`config.mk`:
```
export PLATFORM = sky130hd
export DESIGN_NAME = pipe_feed
export DESIGN_NICKNAME = d
export VERILOG_FILES = /design/src/rtl/pipe_pkg.sv /design/src/rtl/pipe_feed_timeout.sv /design/src/rtl/pipe_feed.sv
export SDC_FILE = /design/constraint.sdc
export NUM_CORES = 1
export LEC_CHECK = 0
export BUFFER_PORTS_ARGS = -buffer_cell sky130_fd_sc_hd__buf_4
export CAP_MARGIN = 20
export CORE_MARGIN = 4
export CORE_UTILIZATION = 54
export CTS_BUF_LIST = sky130_fd_sc_hd__clkbuf_2
export DETAILED_ROUTE_END_ITERATION = 6
export PLACE_DENSITY = 0.89
export SYNTH_ARGS = -nofsm -noshare
export SYNTH_HDL_FRONTEND = slang
export SYNTH_SLANG_ARGS = --single-unit
```
`constraint.sdc`:
```
create_clock -name clk -period 2.1 [get_ports clk]
set_clock_uncertainty 0.1 [all_clocks]
set_input_delay 0.525 -clock clk [delete_from_list [all_inputs] [get_ports clk]]
set_output_delay 0.525 -clock clk [all_outputs]
set_load 0.03 [all_outputs]
```
`src/rtl/pipe_pkg.sv`:
```
// Shared definitions for the pipe_feed front end: FSM states, header bit
// positions and operand widths.
package pipe_pkg;

  localparam int unsigned OPW  = 8;   // A/B operand and stream byte width
  localparam int unsigned ACCW = 16;  // C operand / accumulator width

  localparam int unsigned HDR_AFMT_BIT    = 0;
  localparam int unsigned HDR_BFMT_BIT    = 1;
  localparam int unsigned HDR_SAVE_BIT    = 2;
  localparam int unsigned HDR_USE_ACC_BIT = 3;

  typedef enum logic [2:0] {
    HDR,
    LDA,
    LDB,
    LDC_LO,
    LDC_HI,
    FIRE,
    RD_LO,
    RD_HI
  } state_e;

  // States in which a frame is partly loaded and the idle timer runs
  function automatic logic is_loading(state_e s);
    return (s == LDA) || (s == LDB) || (s == LDC_LO) || (s == LDC_HI);
  endfunction

endpackage

```
`src/rtl/pipe_feed_timeout.sv`:
```
// Idle counter for pipe_feed: counts ticks since the last accepted byte and
// flags expiry on the tick that brings the count up to IDLE_TIMEOUT.
// IDLE_TIMEOUT = 0 disables expiry entirely.
module pipe_feed_timeout #(
  parameter int unsigned IDLE_TIMEOUT = 15
) (
  input  logic clk,
  input  logic rst_n,
  input  logic clear,
  input  logic tick,
  output logic expired
);

  localparam int unsigned CW  = (IDLE_TIMEOUT > 1) ? $clog2(IDLE_TIMEOUT) : 1;
  localparam int unsigned LIM = (IDLE_TIMEOUT == 0) ? 0 : IDLE_TIMEOUT - 1;
  localparam logic [CW-1:0] LIMIT = LIM[CW-1:0];
  localparam logic ENABLED = (IDLE_TIMEOUT != 0);

  logic [CW-1:0] cnt_q, cnt_d;

  // Expiry fires on the tick that would make the count equal IDLE_TIMEOUT
  assign expired = ENABLED && tick && (cnt_q == LIMIT);

  // Next count: clear on accepted byte or expiry, otherwise advance on tick
  always_comb begin
    cnt_d = cnt_q;
    if (clear || expired) begin
      cnt_d = '0;
    end else if (tick && ENABLED) begin
      cnt_d = cnt_q + 1'b1;
    end
  end

  // Counter register
  always_ff @(posedge clk or negedge rst_n) begin
    if (!rst_n) begin
      cnt_q <= '0;
    end else begin
      cnt_q <= cnt_d;
    end
  end

endmodule

```
`src/rtl/pipe_feed.sv`:
```
// pipe_feed: byte-stream front end for the FP8 MAC chain (pipe0..pipe3).
// Assembles header/A/B[/C] into operand registers, fires one op cycle,
// captures the chain result into a 16-bit accumulator.
// Optional readback of the accumulator after each op: PIPE_FEED_READBACK_EN.
module pipe_feed
  import pipe_pkg::*;
#(
  parameter int unsigned IDLE_TIMEOUT = 15
) (
  input  logic             clk,
  input  logic             rst_n,
  input  logic             ena,
  input  logic             in_valid,
  input  logic [OPW-1:0]   in_data,
  output logic             in_ready,
  output logic [OPW-1:0]   pipe_a,
  output logic [OPW-1:0]   pipe_b,
  output logic [ACCW-1:0]  pipe_c,
  output logic             pipe_afmt,
  output logic             pipe_bfmt,
  output logic             pipe_save,
  output logic             op_valid,
  input  logic [ACCW-1:0]  res,
  input  logic             res_save,
  output logic             out_valid,
  output logic [OPW-1:0]   out_data
);

  state_e            state_q, state_d;
  logic              afmt_q, afmt_d;
  logic              bfmt_q, bfmt_d;
  logic              save_q, save_d;
  logic              use_acc_q, use_acc_d;
  logic [OPW-1:0]    a_q, a_d;
  logic [OPW-1:0]    b_q, b_d;
  logic [ACCW-1:0]   c_q, c_d;
  logic [ACCW-1:0]   acc_q, acc_d;

  logic accept;
  logic tick;
  logic expired;

  assign in_ready = (state_q == HDR) || is_loading(state_q);
  assign accept   = ena && in_valid && in_ready;
  assign tick     = ena && !in_valid && is_loading(state_q);

  pipe_feed_timeout #(
    .IDLE_TIMEOUT(IDLE_TIMEOUT)
  ) u_timeout (
    .clk     (clk),
    .rst_n   (rst_n),
    .clear   (accept),
    .tick    (tick),
    .expired (expired)
  );

  assign op_valid  = (state_q == FIRE);
  assign pipe_a    = a_q;
  assign pipe_b    = b_q;
  assign pipe_c    = use_acc_q ? acc_q : c_q;
  assign pipe_afmt = afmt_q;
  assign pipe_bfmt = bfmt_q;
  assign pipe_save = save_q;

`ifdef PIPE_FEED_READBACK_EN
  assign out_valid = (state_q == RD_LO) || (state_q == RD_HI);
  assign out_data  = (state_q == RD_LO) ? acc_q[OPW-1:0] :
                     (state_q == RD_HI) ? acc_q[ACCW-1:OPW] : '0;
`else
  assign out_valid = 1'b0;
  assign out_data  = '0;
`endif

  // Next-state and register-load logic; nothing moves while ena is low
  always_comb begin
    state_d   = state_q;
    afmt_d    = afmt_q;
    bfmt_d    = bfmt_q;
    save_d    = save_q;
    use_acc_d = use_acc_q;
    a_d       = a_q;
    b_d       = b_q;
    c_d       = c_q;
    acc_d     = acc_q;
    if (ena) begin
      case (state_q)
        HDR: if (accept) begin
          afmt_d    = in_data[HDR_AFMT_BIT];
          bfmt_d    = in_data[HDR_BFMT_BIT];
          save_d    = in_data[HDR_SAVE_BIT];
          use_acc_d = in_data[HDR_USE_ACC_BIT];
          state_d   = LDA;
        end
        LDA: if (accept) begin
          a_d     = in_data;
          state_d = LDB;
        end
        LDB: if (accept) begin
          b_d     = in_data;
          state_d = use_acc_q ? FIRE : LDC_LO;
        end
        LDC_LO: if (accept) begin
          c_d[OPW-1:0] = in_data;
          state_d      = LDC_HI;
        end
        LDC_HI: if (accept) begin
          c_d[ACCW-1:OPW] = in_data;
          state_d         = FIRE;
        end
        FIRE: begin
          if (res_save) begin
            acc_d = res;
          end
`ifdef PIPE_FEED_READBACK_EN
          state_d = RD_LO;
`else
          state_d = HDR;
`endif
        end
        RD_LO:   state_d = RD_HI;
        RD_HI:   state_d = HDR;
        default: state_d = HDR;
      endcase
      // expired implies no byte this cycle, so it never races an accept
      if (expired) begin
        state_d = HDR;
      end
    end
  end

  // State, operand and accumulator registers
  always_ff @(posedge clk or negedge rst_n) begin
    if (!rst_n) begin
      state_q   <= HDR;
      afmt_q    <= 1'b0;
      bfmt_q    <= 1'b0;
      save_q    <= 1'b0;
      use_acc_q <= 1'b0;
      a_q       <= '0;
      b_q       <= '0;
      c_q       <= '0;
      acc_q     <= '0;
    end else begin
      state_q   <= state_d;
      afmt_q    <= afmt_d;
      bfmt_q    <= bfmt_d;
      save_q    <= save_d;
      use_acc_q <= use_acc_d;
      a_q       <= a_d;
      b_q       <= b_d;
      c_q       <= c_d;
      acc_q     <= acc_d;
    end
  end

endmodule

```
==> flow_metrics.py <==
metrics = {
    "outcome": {
        "status": "complete, but fails checks",
        "violations": "negative setup slack",
    },
    "timing": {
        "fmax_ghz": 0.4518,
        "slew_headroom_pct": 51.76,
        "hold_viol": 0,
        "rsz0062_at_grt": "yes",
        "slew_violations": 0,
        "worst_slack_ps": -113.2,
        "min_period_ps": 2213,
        "setup_viol": 16,
        "period_share_pct": 105.4,
        "max_slew.worst_pin.slew_ps": 723.5,
    },
    "synthesis": {
        "syn_area_per_cell_um2": 14.17,
        "synth_area_um2": 2834,
        "yosys_warnings": 0,
        "synth_top_area_share_pct": 52.10,
        "yosys-top-cells-area": "dfrtp_1 52%, mux2_2 18%, mux2_4 12%, buf_4 3.4%, nor2_1 1.2%",
        "synth_seq_cells": 59,
        "synth-async-reset-ratio_pct": 100.0,
        "seq_area_frac_synth_pct": 52.10,
        "yosysTopAreaCell": "dfrtp_1",
        "synthMostInstantiatedCell": "dfrtp_1",
        "ys.flop_type": "dfrtp_1",
        "netlist-cell-type-count": 37,
        "yosys-top-cells-count": "59 x dfrtp_1, 46 x mux2_2, 22 x mux2_4",
        "synth_edf_count": 0,
        "syn_inst": 200,
    },
    "grt": {
        "grt_max_degree": 60,
        "grt_usage_pct": 20.87,
        "antenna_found_initial": 0,
        "grt_first_pass_wirelength_um": 9694,
        "grt_pass1_vias": 1862,
        "grt_overflow": 0,
    },
    "pwr": {
        "power_density_nw_per_um2": 1733,
        "p_leak_nw": 1.838,
        "vdd_ir_drop_max_v": 0.0008770,
    },
    "place": {
        "post-place-ws_ps": 135.2,
        "hpwlAfterDp_um": 4091,
        "dpl.cell_count": 329,
        "routabilityCongestion": 0.7562,
        "port_buffers": 65,
    },
    "hold_path": {
        "hold_start": "res[10]",
        "hold_class": "in -> reg",
    },
    "worst_setup_path": {
        "end_kind": "output pin",
        "cp-startpoint": "use_acc_q",
        "start_kind": "register",
        "cp.arrival_ps": 1590,
        "critical_path_class": "reg -> out",
        "timing.rr.start": "state_q[1]",
        "crit_required_ps": 1470,
        "crit_fanout": 6,
    },
    "clocking": {
        "clk_pin_slew_ps": 200,
        "root_buffer": "clkbuf_2",
        "cts_tree": "yes",
        "cts_buffers": 9,
        "clkSinkCount": 59,
        "clock_path_buffers": 2,
        "clkLatencyLatePin_ps": 490,
        "htreeDepth": 3,
    },
    "drt": {
        "num_vias": 1866,
        "firstDrtPassIters": 4,
        "wirelength_um": 6322,
        "via_per_inst": 5.271,
        "drt_iter0_markers": 42,
        "ant_nets": 0,
        "drcViolationCount": 0,
        "routedWlPerCell_um": 17.86,
    },
    "die": {
        "initial_core_util_pct": 55.49,
        "fp.dieH_um": 80.45,
        "rows": 26,
        "core_area_um2": 5107,
        "die_width_um": 80.45,
        "dieArea_um2": 6471,
        "ios": 75,
    },
    "cells_and_area": {
        "stdcell_count": 354,
        "nets": 310,
        "syn_to_final_growth_pct": 30.24,
        "antennaDiodeCount": 0,
        "drive_gt1_share_pct": 61.62,
    },
    "flow_run": {
        "max-cap-violations": 0,
    },
}
## layout make-up
class	count	area [µm²]
Inverter	1	3.754
Tap cell	70	87.58
Sequential cell	59	1480
Clock buffer	10	50.05
Clock inverter	6	90.09
Fill cell	329	1416
Multi-Input combinational cell	128	1305
Timing Repair Buffer	80	674.4
## critical path, cell delays in order (launching register included)
cell and delay, ps:
dfrtp_1 450, buf_6 190, mux2_4 320, buf_6 140
## kinds of logic (layout without fill, tap and decap cells)
| family | Yosys count | after routing | synth area share [%] |
|---|---|---|---|
| AO/OA/AOI/OAI | 12 | 12 | 2.561 |
| adder cells (fa/ha/maj) | 2 | 2 | 0.8829 |
| multiplexers | 68 | 68 | 29.93 |
| XOR/XNOR | 3 | 3 | 0.9273 |
| AND/OR/NAND/NOR | 34 | 34 | 8.035 |
| buffers and inverters | 21 | 97 | 5.430 |
| flip-flops | 59 | 59 | 52.10 |
| other | 1 | 9 | 0.1323 |
## state kept, by name, indices dropped and copies added (netlist names)
| name | cells |
|---|---|
| acc_q | 16 |
| c_q | 16 |
| pipe_a | 8 |
| pipe_afmt | 1 |
| pipe_b | 8 |
| pipe_bfmt | 1 |
| pipe_save | 1 |
| state_q | 3 |
| u_timeout.cnt_q | 4 |
| use_acc_q | 1 |
## timing repair
action                     in CTS  in global routing
gates resized for setup        41                  0
hold buffers                    1                  0
cloned                          1                  0
hold endpoints to repair       59                  0
setup endpoints to repair      18                 18
setup buffers                   3                  4
pin swaps                       0                  1
## metrics by stage
stage | hold slack [ps] | utilization (%) | TNS, ps | area, µm² | total power [mW]
global route | 83.23 | 72.27 | -2490 | 3691 | 6.727
finish | 124.7 | 72.27 | -1507 | 3691 | 6.396
CTS | 90.36 | 71.68 | -1886 | 3661 | 6.343
global placement | 384.7 | 65.29 | 0 | 3334 | 4.937
detailed placement | 392.2 | 65.29 | 0 | 3334 | 5.031
floorplan | 129.4 | - | 0 | 2864 | 4.072
## layout by cell type, fill, tap and decap left out, types with 2 or more instances in the layout
| cell type | netlist | final |
|---|---|---|
| nand2_1 | 4 | 4 |
| nand3_2 | 2 | 2 |
| buf_6 | 3 | 19 |
| ha_1 | 2 | 2 |
| nor2_1 | 9 | 9 |
| nand3_1 | 2 | 2 |
| or3_1 | 2 | 2 |
| o21ai_0 | 2 | 2 |
| a21oi_1 | 4 | 4 |
| bufinv_16 | 0 | 2 |
| mux2_2 | 46 | 30 |
| a21o_1 | 2 | 2 |
| clkbuf_2 | 0 | 10 |
| nand4_1 | 2 | 2 |
| mux2_4 | 22 | 38 |
| and3_1 | 2 | 2 |
| clkinv_4 | 0 | 2 |
| buf_4 | 13 | 60 |
| dfrtp_1 | 59 | 56 |
| xor2_1 | 2 | 2 |
| conb_1 | 1 | 9 |
| dfrtp_2 | 0 | 3 |
## routing by layer
| metal | part of all wire, % | up-vias | GRT usage (%) |
|---|---|---|---|
| met5 | 0 | - | 0 |
| met1 | 44 | 935 | 26.14 |
| met4 | 2.0 | 0 | 9.459 |
| met2 | 48 | 75 | 33.61 |
| li1 | - | 843 | - |
| met3 | 6.1 | 13 | 5.717 |
## final timing paths
check | endpoint | slack, ps | cells past startpoint
worst min-delay path | acc_q[10] | 120 | 2
worst max register to register | use_acc_q | 210 | 3
max in group asynchronous | state_q[0] | 870 | 2
worst max-delay path | pipe_c[6] | -110 | 3
min in group asynchronous | pipe_a[2] | 480 | 2
worst min register to register | acc_q[0] | 430 | 1
## power breakdown
part           switching, mW  total, mW  internal, mW
Sequential             0.396       2.06          1.67
Combinational           1.69       3.50          1.81
Clock                  0.433      0.833         0.401
Total                   2.52       6.40          3.88
(Power assumes the default switching activity.)
